## config.mk

```make
export PLATFORM = sky130hd
export DESIGN_NAME = retire_perf_monitor
export DESIGN_NICKNAME = d
export VERILOG_FILES = /design/src/rtl/riscv_pkg.sv /design/src/rtl/instr_class_decode.sv /design/src/rtl/retire_perf_monitor.sv
export SDC_FILE = /design/constraint.sdc
export NUM_CORES = 1
export LEC_CHECK = 0
export CAP_MARGIN = 10
export CORE_AREA = 2 2 279 281
export CTS_CLUSTER_SIZE = 25
export DETAILED_ROUTE_END_ITERATION = 10
export DIE_AREA = 0 0 281 283
export PLACE_DENSITY = 0.78
export SKIP_CTS_REPAIR_TIMING = 1
export SLEW_MARGIN = 10
export SYNTH_ARGS = -nofsm -noshare
export SYNTH_HDL_FRONTEND = slang
export SYNTH_SLANG_ARGS = --single-unit
```

## constraint.sdc

```tcl
create_clock -name clk_i -period 7.8 [get_ports clk_i]
set_input_delay 1.17 -clock clk_i [delete_from_list [all_inputs] [get_ports clk_i]]
set_output_delay 1.17 -clock clk_i [all_outputs]
set_load 0.005 [all_outputs]
```

## src/rtl/riscv_pkg.sv

```systemverilog
// Shared RISC-V definitions: base opcodes, the canonical NOP and the
// instruction classes the retirement monitor keeps separate counts for.
package riscv_pkg;

    localparam logic [6:0] OP_LOAD   = 7'b0000011;
    localparam logic [6:0] OP_STORE  = 7'b0100011;
    localparam logic [6:0] OP_BRANCH = 7'b1100011;
    localparam logic [6:0] OP_JAL    = 7'b1101111;
    localparam logic [6:0] OP_JALR   = 7'b1100111;
    localparam logic [6:0] OP_OP     = 7'b0110011;
    localparam logic [6:0] OP_IMM    = 7'b0010011;
    localparam logic [6:0] OP_LUI    = 7'b0110111;
    localparam logic [6:0] OP_AUIPC  = 7'b0010111;
    localparam logic [6:0] OP_SYSTEM = 7'b1110011;

    // addi x0, x0, 0
    localparam logic [31:0] NOP_INSTR = 32'h0000_0013;

    typedef enum logic [2:0] {
        CLS_NONE,
        CLS_LOAD,
        CLS_STORE,
        CLS_BRANCH,
        CLS_JUMP,
        CLS_ALU,
        CLS_SYSTEM
    } instr_class_t;

endpackage

```

## src/rtl/instr_class_decode.sv

```systemverilog
// Combinational opcode -> instruction class lookup used by the retirement monitor.
// Opcodes outside the recognised set map to CLS_NONE.
module instr_class_decode
    import riscv_pkg::*;
(
    input  logic [6:0]   opcode,
    output instr_class_t instr_class
);

    always_comb begin
        instr_class = CLS_NONE;
        case (opcode)
            OP_LOAD:                            instr_class = CLS_LOAD;
            OP_STORE:                           instr_class = CLS_STORE;
            OP_BRANCH:                          instr_class = CLS_BRANCH;
            OP_JAL, OP_JALR:                    instr_class = CLS_JUMP;
            OP_OP, OP_IMM, OP_LUI, OP_AUIPC:    instr_class = CLS_ALU;
            OP_SYSTEM:                          instr_class = CLS_SYSTEM;
            default:                            instr_class = CLS_NONE;
        endcase
    end

endmodule

```

## src/rtl/retire_perf_monitor.sv

```systemverilog
// Non-intrusive writeback-stage monitor: cycle, retirement, stall, bubble and
// per-class counters, plus a sticky timeout flag for simulation harnesses.
module retire_perf_monitor
    import riscv_pkg::*;
#(
    parameter int          CNT_WIDTH      = 64,
    parameter int unsigned TIMEOUT_CYCLES = 1_000_000
) (
    input  logic                 clk_i,
    input  logic                 reset_i,
    input  logic                 valid_w_i,
    input  logic                 stall_w_i,
    input  logic [31:0]          instr_w_i,
    output logic                 retire_o,
    output logic [CNT_WIDTH-1:0] cycle_cnt_o,
    output logic [CNT_WIDTH-1:0] instret_cnt_o,
    output logic [CNT_WIDTH-1:0] stall_cnt_o,
    output logic [CNT_WIDTH-1:0] bubble_cnt_o,
    output logic [CNT_WIDTH-1:0] load_cnt_o,
    output logic [CNT_WIDTH-1:0] store_cnt_o,
    output logic [CNT_WIDTH-1:0] branch_cnt_o,
    output logic [CNT_WIDTH-1:0] jump_cnt_o,
    output logic [CNT_WIDTH-1:0] alu_cnt_o,
    output logic [CNT_WIDTH-1:0] system_cnt_o,
    output logic [31:0]          last_instr_o,
    output logic                 timeout_o
);

    localparam logic [CNT_WIDTH-1:0] CNT_ONE       = CNT_WIDTH'(1);
    localparam logic [CNT_WIDTH-1:0] TIMEOUT_LIMIT = CNT_WIDTH'(TIMEOUT_CYCLES);

    instr_class_t instr_class;
    logic         retire;
    logic         bubble;

    instr_class_decode u_decode (
        .opcode      (instr_w_i[6:0]),
        .instr_class (instr_class)
    );

    // Stall wins over valid, so every active cycle is exactly one of retire/stall/bubble.
    assign retire   = valid_w_i & ~stall_w_i;
    assign bubble   = ~valid_w_i & ~stall_w_i;
    assign retire_o = retire & reset_i;

    always_ff @(posedge clk_i) begin
        if (!reset_i) begin
            cycle_cnt_o   <= '0;
            instret_cnt_o <= '0;
            stall_cnt_o   <= '0;
            bubble_cnt_o  <= '0;
            load_cnt_o    <= '0;
            store_cnt_o   <= '0;
            branch_cnt_o  <= '0;
            jump_cnt_o    <= '0;
            alu_cnt_o     <= '0;
            system_cnt_o  <= '0;
            last_instr_o  <= NOP_INSTR;
            timeout_o     <= 1'b0;
        end else begin
            cycle_cnt_o <= cycle_cnt_o + CNT_ONE;

            // Sets on the edge where the count moves from TIMEOUT_CYCLES to TIMEOUT_CYCLES+1.
            if (cycle_cnt_o == TIMEOUT_LIMIT) begin
                timeout_o <= 1'b1;
            end

            if (stall_w_i) begin
                stall_cnt_o <= stall_cnt_o + CNT_ONE;
            end
            if (bubble) begin
                bubble_cnt_o <= bubble_cnt_o + CNT_ONE;
            end

            // instr_w_i is only looked at here, so X on a non-retiring slot never reaches state.
            if (retire) begin
                instret_cnt_o <= instret_cnt_o + CNT_ONE;
                last_instr_o  <= instr_w_i;
                case (instr_class)
                    CLS_LOAD:   load_cnt_o   <= load_cnt_o   + CNT_ONE;
                    CLS_STORE:  store_cnt_o  <= store_cnt_o  + CNT_ONE;
                    CLS_BRANCH: branch_cnt_o <= branch_cnt_o + CNT_ONE;
                    CLS_JUMP:   jump_cnt_o   <= jump_cnt_o   + CNT_ONE;
                    CLS_ALU:    alu_cnt_o    <= alu_cnt_o    + CNT_ONE;
                    CLS_SYSTEM: system_cnt_o <= system_cnt_o + CNT_ONE;
                    default:    ;
                endcase
            end
        end
    end

endmodule

```

# Yosys cells after proc, flatten, opt, wreduce, memory -nomap -nowiden

Cells that the tools add are included.

Add/subtract/negate cells: 10
Multipliers: 0
Divide/modulo/power cells: 0
Magnitude comparators: 0
Equal/unequal tests: 17
Shift operators: 0
Multiplexer cells: 1
Bitwise gates (word level): 5
Reduce and logical (&&, ||, !) cells: 8

Operator list:

| operator                                                           | count |
|---|---|
| 64-bit by 1-bit adder with 64-bit output (second input constant)   | 10 |
| 64-bit by 20-bit == test with 1-bit output (second input constant) | 1 |
| 7-bit == test (second input constant)                              | 4 |
| 7-bit by 6-bit == test with 1-bit output (second input constant)   | 3 |
| 3-bit case mux with 6 select lines                                 | 1 |
| 7-bit by 5-bit == test with 1-bit output (second input constant)   | 2 |
| 2-bit AND reduction                                                | 6 |
| 3-bit == test (second input constant)                              | 3 |
| 7-bit by 2-bit == test with 1-bit output (second input constant)   | 1 |
| 3-bit by 2-bit == test with 1-bit output (second input constant)   | 2 |
| 4-bit OR reduction                                                 | 1 |
| 1-bit AND                                                          | 3 |
| 3-bit by 1-bit == test with 1-bit output (second input constant)   | 1 |
| 1-bit NOT                                                          | 2 |
| 2-bit OR reduction                                                 | 1 |

Register bits after elaboration: 673
Bits in latches: 0
RAM bits: 0
Memory bits (read-only): 0
Output and inout bits: 674
Logic and storage cells: 53
Memories kept: 0

# Logic depth before layout (Yosys ltp)

Gate-level depths: netlist (run 1).

Depth in word-level cells: 5
Gate-level depth with buffers: 10
Gate-level depth less buffers: 6

# By module

From an unflattened synthesis (run 1), not the netlist that was laid out.

Cells, all modules: 3,902
Area, all modules: 31,736.7 um2

By module, submodules not included:

| module              | instances | cells an instance | area an instance (um2) | seq. area each (um2) |
|---|---|---|---|---|
| retire_perf_monitor | 1         | 3,888             | 31,635.3               | 13,472.9 |
| instr_class_decode  | 1         | 14                | 101.3                  | 0.0 |

# Least setup slack after synthesis (run 1)

OpenSTA, ideal clock, no wires.

Kind: input to output
Start point: input stall_w_i
End point: output retire_o
Arrival: 2.376 ns
Data required time: 6.630 ns
Setup slack: 4.254 ns
Stages: 6
Path through: clkbuf_1 > clkbuf_1 > nand2b_1 > clkbuf_1 > clkbuf_1 > nor2_1

Longest elaborated chain between the ends: 3

Ends and longest elaborated chain:

| what               | line                      | source |
|---|---|---|
| start: declaration | retire_perf_monitor.sv:12 | `input logic stall_w_i,` |
| 1-bit NOT          | retire_perf_monitor.sv:42 | `assign retire = valid_w_i & ~stall_w_i;` |
| 1-bit AND          | retire_perf_monitor.sv:42 |  |
| 1-bit AND          | retire_perf_monitor.sv:44 | `assign retire_o = retire & reset_i;` |
| end: declaration   | retire_perf_monitor.sv:14 | `output logic retire_o,` |

No other way between the ends.

# Worst setup path after layout (run 1)

Ends and elaborated chain as after synthesis.

==> results.sh, run 1 <==
export IMPL_die_area_um2=79500
export IMPL_path_max_fanout=34
export IMPL_drv_slew=0
export IMPL_crit_type="in2out"
export IMPL_timing_hold_ws_ns=0.456
export IMPL_grt_pass1_vias=29218
export IMPL_timing_slew_headroom=0.261
export IMPL_synth_area_leader_cell="dfxtp_1"
export IMPL_overflow=0
export IMPL_finalHoldViolCount=0
export IMPL_ys_seq_area_frac=0.429
export IMPL_synth_compound_area_frac=0.124
export IMPL_numPortBuffers=709
export IMPL_cts_buffers=76
export IMPL_num_vias=32263
export IMPL_die_y_um=283
export IMPL_synth_commonest_cells="dfxtp_1, a21oi_1, nor2_1"
export IMPL_wl_mm=112
export IMPL_mappedNetlistArea_um2=31400
export IMPL_worst_slew_pin_slew_ns=1.11
export IMPL_gp_congestion=0.907
export IMPL_multi_input_area_um2=17000
export IMPL_async_flop_share=0
export IMPL_cts_tree="built"
export IMPL_dpl_hpwl_mm=81.4
export IMPL_cts_sink_count=673
export IMPL_synth_flop_cell="dfxtp_1"
export IMPL_synthMuxAreaShare=0.00446
export IMPL_synth_edf_count=0
export IMPL_area_delta_synth_final_pct=33.5
export IMPL_hold_class="reg2reg"
export IMPL_pin_count=710
export IMPL_drc=0
export IMPL_pwr_density_cell_nw_per_um2=174
export IMPL_core_area_um2=76700
export IMPL_regArea_um2=13500
export IMPL_dr_pass1_iters=6
export IMPL_synth_fa_ha_area_frac=0.00438
export IMPL_synthXorXnorAreaFrac=0.0789
export IMPL_first_iter_violations=2362
export IMPL_hold_path_startpoint="last_instr_o[28]"
export IMPL_power_leakage_nw=12.7
export IMPL_required_ns=6.63
export IMPL_rsz0062_at_grt="false"
export IMPL_sw_frac_of_total=0.226
export IMPL_cts_path_max_buffers=3
export IMPL_dieWidth_um=281
export IMPL_rows=102
export IMPL_synth_nets=3872
export IMPL_synth_seq_cells=673
export IMPL_path_clk_slew_ns=0.06
export IMPL_ys_warn_count=0
export IMPL_synth_cells=3825
export IMPL_yosysTopAreaCellShare=0.429
export IMPL_critPathArrivalTime_ns=3.02
export IMPL_netlist_top_cells_area="dfxtp_1, a21oi_1, nand4_1"
export IMPL_r2r_start="store_cnt_o[6]"
export IMPL_max_freq_mhz=239
export IMPL_antenna_found_initial=0
export IMPL_ant_nets=0
export IMPL_drt_vias_per_instance=5.80
export IMPL_comb_power_share=0.022
export IMPL_endpoint_kind="output pin"
export IMPL_power_clock_fraction=0.505
export IMPL_htree_levels=3
export IMPL_clock_skew_ns=0.0314
export IMPL_final_nets=4513
export IMPL_finalSetupTns_ns=0
export IMPL_grt_max_degree=191
export IMPL_p_int_w=0.00565
export IMPL_fin_crit_sh=0.537
export IMPL_grt_first_pass_wirelength_mm=171
export IMPL_power_frac_seq=0.473
export IMPL_p_sw_w=0.00165
export IMPL_setup_violations=0
export IMPL_yosys_cell_count_top_type="dfxtp_1"
export IMPL_min_period_ns=4.19
export IMPL_clock_latency_ns=0.63
export IMPL_fill_cells=6919
export IMPL_r2r_slack_ns=3.95
export IMPL_synth_simple_gate_area_frac=0.328
export IMPL_status="complete, no violations"
export IMPL_ys_types=50
export IMPL_cp_start_kind="input pin"
export IMPL_peakVddDrop_mv=0.145
export IMPL_wl_per_cell_um=20.2
export IMPL_maxCapViolations=0
export IMPL_avgSynthCellArea_um2=8.21
export IMPL_start_util=0.410
export IMPL_cts_root_buf="clkbuf_16"
export IMPL_synth_top_family_by_area="simple AND/OR/NAND/NOR gates"
export IMPL_crit_path_start="stall_w_i"
export IMPL_drive_gt1_frac=0.0400
export IMPL_grt_usage=0.268
per-stage QoR:
| stage | cell area [um2] | setup WS (ns) | utilization | total power [W] | instances |
|---|---|---|---|---|---|
| 6_report | 41900 | 3.61 | 0.547 | 0.00731 | 5565 |
| 3_3_place_gp | 39400 | 3.13 | 0.514 | 0.00369 | 5428 |
| 4_1_cts | 41900 | 3.59 | 0.547 | 0.00738 | 5564 |
| 5_1_grt | 41900 | 3.45 | 0.547 | 0.00752 | 5564 |
| 2_1_floorplan | 31400 | 4.25 | - | 0.00361 | 3825 |
| 3_5_place_dp | 39400 | 3.10 | 0.514 | 0.00370 | 5428 |
placed cells by master (no fill, tap or decap), types with 21 or more instances in the layout:
cell / Yosys / final
clkbuf_16: 0 / 76
nand3_1: 222 / 222
and2_1: 37 / 37
or3_1: 203 / 203
a21oi_1: 342 / 342
and4_1: 58 / 58
o31ai_1: 110 / 110
dfxtp_1: 673 / 673
nor2_1: 342 / 342
clkdlybuf4s50_1: 0 / 708
or4_1: 134 / 134
inv_1: 79 / 78
and3_1: 63 / 63
nand4_1: 266 / 266
nor3_1: 54 / 53
buf_4: 0 / 27
nand2_1: 325 / 325
xnor2_1: 130 / 130
xor2_1: 153 / 153
o21ai_0: 194 / 194
clkinv_2: 0 / 21
nor4_1: 121 / 120
power groups by stage:
stage	combinational [W]	sequential, W	clock, W
2_1_floorplan	0.0000805	0.00353	0
3_3_place_gp	0.000161	0.00353	0
3_5_place_dp	0.000163	0.00353	0
4_1_cts	0.000163	0.00346	0.00376
5_1_grt	0.000174	0.00346	0.00389
6_report	0.000162	0.00346	0.00369
critical path: stages:
cell	delay, ns
clkdlybuf4s50_1	0.45
buf_4	0.31
nand2b_1	0.15
buf_4	0.36
nor2_1	0.07
clkdlybuf4s50_1	0.47
layout make-up:
| cell class | instances | area share |
|---|---|---|
| antenna | 1 | 0.0000597 |
| clock buffer | 99 | 0.0500 |
| clock inverter | 37 | 0.0109 |
| inverter | 79 | 0.00725 |
| multi-input combinational | 2900 | 0.405 |
| sequential | 673 | 0.321 |
| tap | 1040 | 0.0310 |
| timing repair buffer | 736 | 0.174 |
layer usage:
metal / part of all wire / GRT usage / vias to the layer above
met4: 0.047 / 0.122 / 0
met5: 0 / 0 / -
met2: 0.47 / 0.451 / 1061
met1: 0.39 / 0.311 / 15540
li1: - / - / 15425
met3: 0.087 / 0.0816 / 237
logic make-up after synthesis:
logic type      after synthesis
mux                          14
flops                       673
xor+xnor                    283
buf+inv                     252
compound gates              696
fa+ha+maj                    11
simple gates               1896
sequential cells by signal, summed over array words and instances, names as in the netlist:
name and count:
load_cnt_o 64, bubble_cnt_o 64, system_cnt_o 64, last_instr_o 32, jump_cnt_o 64, alu_cnt_o 64
stall_cnt_o 64, branch_cnt_o 64, instret_cnt_o 64, timeout_o 1, store_cnt_o 64, cycle_cnt_o 64
path summary, 6_finish.rpt:
path,end,depth (start not counted)
min,last_instr_o[28],2
min reg2reg,last_instr_o[28],2
max reg2reg,store_cnt_o[59],5
max,retire_o,6
(Power assumes the default switching activity.)
==> run 2: changes to the inputs <==
clock period = 3.9 ns   (was 7.8 ns; I/O delays follow)
==> results.sh, run 2 (synthesized netlist as in run 1, its figures left out) <==
export IMPL_drv_slew=0
export IMPL_pin_count=710
export IMPL_start_util=0.410
export IMPL_grt_first_pass_wirelength_mm=172
export IMPL_gp_congestion=0.922
export IMPL_p_int_w=0.0115
export IMPL_power_frac_seq=0.467
export IMPL_endpoint_kind="flop"
export IMPL_crit_path_start="instr_w_i[4]"
export IMPL_power_leakage_nw=12.9
export IMPL_dpl_hpwl_mm=82.1
export IMPL_r2r_end="instret_cnt_o[58]"
export IMPL_sw_frac_of_total=0.223
export IMPL_reg2reg_depth=5
export IMPL_peakVddDrop_mv=0.346
export IMPL_core_area_um2=76700
export IMPL_rsz0062_at_grt="false"
export IMPL_drive_gt1_frac=0.0480
export IMPL_comb_power_share=0.022
export IMPL_clock_skew_ns=0.0247
export IMPL_grt_pass1_vias=29574
export IMPL_drt_vias_per_instance=5.80
export IMPL_grt_max_degree=159
export IMPL_regArea_um2=13500
export IMPL_r2r_slack_ns=0.98
export IMPL_crit_type="in2reg"
export IMPL_busiest_layer="met2"
export IMPL_area_delta_synth_final_pct=34.9
export IMPL_htree_levels=3
export IMPL_cts_path_max_buffers=3
export IMPL_num_vias=32534
export IMPL_cp_start_kind="input pin"
export IMPL_cts_sink_count=673
export IMPL_ant_nets=0
export IMPL_rows=102
export IMPL_numPortBuffers=709
export IMPL_path_clk_slew_ns=0.06
export IMPL_antenna_found_initial=2
export IMPL_finalSetupTns_ns=0
export IMPL_fin_crit_sh=0.793
export IMPL_timing_slew_headroom=0.261
export IMPL_max_freq_mhz=323
export IMPL_cts_buffers=77
export IMPL_fill_cells=6863
export IMPL_p_sw_w=0.00330
export IMPL_timing_hold_ws_ns=0.394
export IMPL_use_met1=0.310
export IMPL_dieWidth_um=281
export IMPL_cts_root_buf="clkbuf_16"
export IMPL_wl_per_cell_um=20.0
export IMPL_r2r_start="instret_cnt_o[9]"
export IMPL_met2_usage=0.450
export IMPL_finalHoldViolCount=0
export IMPL_grt_usage=0.268
export IMPL_dr_pass1_iters=8
export IMPL_die_y_um=283
export IMPL_clock_latency_ns=0.63
export IMPL_cts_tree="built"
export IMPL_mostFrequentLayoutCells="clkdlybuf4s50_1, dfxtp_1, nor2_1, a21oi_1, nand2_1"
export IMPL_path_max_fanout=13
export IMPL_critPathArrivalTime_ns=3.63
export IMPL_pwr_density_cell_nw_per_um2=350
export IMPL_drc=0
export IMPL_met3_usage=0.0837
export IMPL_setup_violations=0
export IMPL_first_iter_violations=2346
export IMPL_multi_input_area_um2=17000
export IMPL_status="complete, no violations"
export IMPL_final_common_cell="clkdlybuf4s50_1"
export IMPL_die_area_um2=79500
export IMPL_maxCapViolations=0
export IMPL_hold_class="in2reg"
export IMPL_worst_slew_pin_slew_ns=1.11
export IMPL_required_ns=4.44
export IMPL_min_period_ns=3.09
export IMPL_overflow=0
export IMPL_final_nets=4554
export IMPL_endpoint="load_cnt_o[50]"
export IMPL_power_clock_fraction=0.510
export IMPL_wl_mm=112
## run 2: area by class of cell
type	count	share of cell area
Antenna cell	1	0.0000591
Clock buffer	112	0.0531
Clock inverter	27	0.00927
Inverter	79	0.00718
Multi-Input combinational cell	2900	0.401
Sequential cell	673	0.318
Tap cell	1040	0.0307
Timing Repair Buffer	776	0.180
## run 2: worst max-delay path: stages
cell             delay, ns
clkdlybuf4s50_1       0.48
buf_4                 0.21
or4_1                 0.66
nor4_4                0.49
nand4_1               0.51
or3_1                 0.54
a21oi_1               0.15
## run 2: metal layers
layer	vias up	routed length, um
met5	-	9
met1	15643	43900
met4	2	5390
li1	15514	-
met3	248	10100
met2	1127	52700
## run 2: stage by stage
| stage | std cells | setup WS, ns | power [W] | utilization | cell area (um2) |
|---|---|---|---|---|---|
| after floorplan | 3825 | 1.20 | 0.00723 | - | 31400 |
| after global placement | 5468 | 0.193 | 0.00740 | 0.518 | 39700 |
| after detailed placement | 5468 | 0.149 | 0.00740 | 0.518 | 39700 |
| after CTS | 5607 | 0.812 | 0.0149 | 0.552 | 42400 |
| after global routing | 5608 | 0.667 | 0.0152 | 0.552 | 42400 |
| final | 5608 | 0.809 | 0.0148 | 0.552 | 42400 |
## run 2: power groups by stage
stage	clock network, W	logic [W]	registers, W
floorplan	0	0.000161	0.00707
global placement	0	0.000331	0.00707
detailed placement	0	0.000333	0.00707
CTS	0.00767	0.000335	0.00692
global route	0.00797	0.000359	0.00692
finish	0.00756	0.000333	0.00692
## run 2: how the worst min path moves through the flow
stage	from	depth (start not counted)	slack, ns	end
4_1_cts	reset_i	3	0.41	branch_cnt_o[16]
3_3_place_gp	last_instr_o[17]	2	0.44	last_instr_o[17]
3_5_place_dp	last_instr_o[27]	2	0.45	last_instr_o[27]
2_1_floorplan	last_instr_o[10]	2	0.45	last_instr_o[10]
5_1_grt	reset_i	3	0.43	branch_cnt_o[16]
6_report	reset_i	3	0.39	branch_cnt_o[16]
==> run 3: changes to the inputs <==
PLACE_DENSITY = 0.81   (was 0.78)
clock period = 2.75 ns   (was 3.9 ns; I/O delays follow)
==> results.sh, run 3 (synthesized netlist as in run 1, its figures left out) <==
export IMPL_status="complete, no violations"
export IMPL_min_period_ns=2.65
export IMPL_grt_first_pass_wirelength_mm=177
export IMPL_power_leakage_nw=13.8
export IMPL_numPortBuffers=709
export IMPL_core_area_um2=76700
export IMPL_hold_path_startpoint="reset_i"
export IMPL_worst_slew_pin_slew_ns=1.06
export IMPL_max_freq_mhz=377
export IMPL_area_delta_synth_final_pct=39.2
export IMPL_cts_path_max_buffers=3
export IMPL_rsz0062_at_grt="false"
export IMPL_drv_slew=0
export IMPL_r2r_start="bubble_cnt_o[22]"
export IMPL_drive_gt1_frac=0.0850
export IMPL_reg2reg_depth=6
export IMPL_multi_input_area_um2=17000
export IMPL_final_nets=4748
export IMPL_cts_sink_count=673
export IMPL_crit_path_cell_trace="clkdlybuf4s50_1, buf_4, buf_4, buf_6, nand2b_1, nor2_1, buf_4, clkdlybuf4s50_1"
export IMPL_fin_area_um2=43700
export IMPL_pwr_density_cell_nw_per_um2=468
export IMPL_start_util=0.410
export IMPL_max_stage_delay_ns=0.50
export IMPL_peakVddDrop_mv=0.364
export IMPL_ant_nets=0
export IMPL_die_area_um2=79500
export IMPL_wl_per_cell_um=19.9
export IMPL_path_clk_slew_ns=0.06
export IMPL_clock_latency_ns=0.64
export IMPL_fin_crit_sh=0.964
export IMPL_fill_cells=6629
export IMPL_num_vias=33620
export IMPL_regArea_um2=13500
export IMPL_dr_pass1_iters=6
export IMPL_cts_buffers=75
export IMPL_timing_slew_headroom=0.293
export IMPL_critPathBufInv=6
export IMPL_cp_start_kind="input pin"
export IMPL_r2r_end="bubble_cnt_o[63]"
export IMPL_finalHoldViolCount=0
export IMPL_overflow=0
export IMPL_met1_length_mm=44.3
export IMPL_maxCapViolations=0
export IMPL_drt_vias_per_instance=5.80
export IMPL_pin_count=710
export IMPL_setup_violations=0
export IMPL_pre_cts_slack_ns=-0.577
export IMPL_hold_class="in2reg"
export IMPL_mostFrequentLayoutCells="clkdlybuf4s50_1, dfxtp_1, nor2_1, a21oi_1, nand2_1"
export IMPL_critical_path_slowest_cell="clkdlybuf4s50_1"
export IMPL_antenna_found_initial=1
export IMPL_cts_tree="built"
export IMPL_whs_path_depth=3
export IMPL_wl_mm=115
export IMPL_die_y_um=283
export IMPL_dieWidth_um=281
export IMPL_gp_congestion=0.924
export IMPL_finalWorstSetupSlack_ns=0.0999
export IMPL_total_power_w=0.0205
export IMPL_path_max_fanout=12
export IMPL_required_ns=2.34
export IMPL_final_common_cell="clkdlybuf4s50_1"
export IMPL_met2WireLength_mm=52.8
export IMPL_critPathTopFamily="buffers and inverters"
export IMPL_cts_root_buf="clkbuf_16"
export IMPL_first_iter_violations=2548
export IMPL_worstHoldEndpoint="jump_cnt_o[60]"
export IMPL_grt_pass1_vias=30876
export IMPL_r2r_slack_ns=0.15
export IMPL_placed_cell_area_um2=41200
export IMPL_clock_skew_ns=0.0328
export IMPL_dpl_hpwl_mm=85.1
export IMPL_drc=0
export IMPL_grt_max_degree=105
export IMPL_wl_met3_mm=10.3
export IMPL_rows=102
export IMPL_finalSetupTns_ns=0
export IMPL_top_layer="met5"
export IMPL_endpoint_kind="output pin"
export IMPL_crit_type="in2out"
export IMPL_critPathArrivalTime_ns=2.24
export IMPL_htree_levels=3
export IMPL_grt_usage=0.276
export IMPL_path_common_cell="buf_4"
-- run 3: cell count changes in the layout (fill, tap and decap cells not counted), moves of 3 or more --
| cell | before | now |
|---|---|---|
| buf_12 | 3 | 8 |
| bufinv_16 | 7 | 3 |
| clkbuf_8 | 17 | 14 |
| buf_4 | 65 | 255 |
| clkbuf_16 | 78 | 75 |
| clkinv_2 | 11 | 7 |
-- run 3: how the worst max path moves through the flow --
stage | start | end | slack (ns) | cells past startpoint
after floorplan | instr_w_i[4] | jump_cnt_o[53] | 0.22 | 6
after global placement | valid_w_i | bubble_cnt_o[63] | -0.52 | 9
after detailed placement | valid_w_i | bubble_cnt_o[63] | -0.58 | 9
after CTS | stall_w_i | retire_o | 0.06 | 8
after global routing | bubble_cnt_o[22] | bubble_cnt_o[63] | 0.01 | 6
final | stall_w_i | retire_o | 0.1 | 8
-- run 3: final cells by class --
type                    count  area share
multi-input cells        2900       0.389
flip-flops and latches    673       0.308
repair buffers            972       0.210
clock buffers             108      0.0489
well taps                1040      0.0298
clock inverters            21     0.00744
inverters                  79     0.00695
diodes                      3    0.000172
-- run 3: worst reg2reg max path, stage by stage, from the launching register on --
cell and delay (ns):
dfxtp_1 0.38, nand4_1 0.23, or4_1 0.65, or4_1 0.59, buf_4 0.20, or3_1 0.34
a21oi_1 0.15
-- run 3: report_power, final --
part           internal, W  switching, W
clock              0.00578       0.00436
sequential         0.00978     0.0000283
combinational     0.000194      0.000328
total               0.0158       0.00472
-- run 3: stage by stage --
| stage | util | instances | hold WS [ns] |
|---|---|---|---|
| after global routing | 0.570 | 5793 | 0.189 |
| after global placement | 0.538 | 5664 | 0.441 |
| after detailed placement | 0.538 | 5664 | 0.446 |
| after floorplan | - | 3825 | 0.453 |
| after CTS | 0.570 | 5793 | 0.157 |
| final | 0.570 | 5796 | 0.194 |
-- run 3: routing by layer --
layer,up-vias,global-route usage
met5,-,0
met4,2,0.167
met3,360,0.0788
met2,1317,0.447
met1,16026,0.322
li1,15915,-
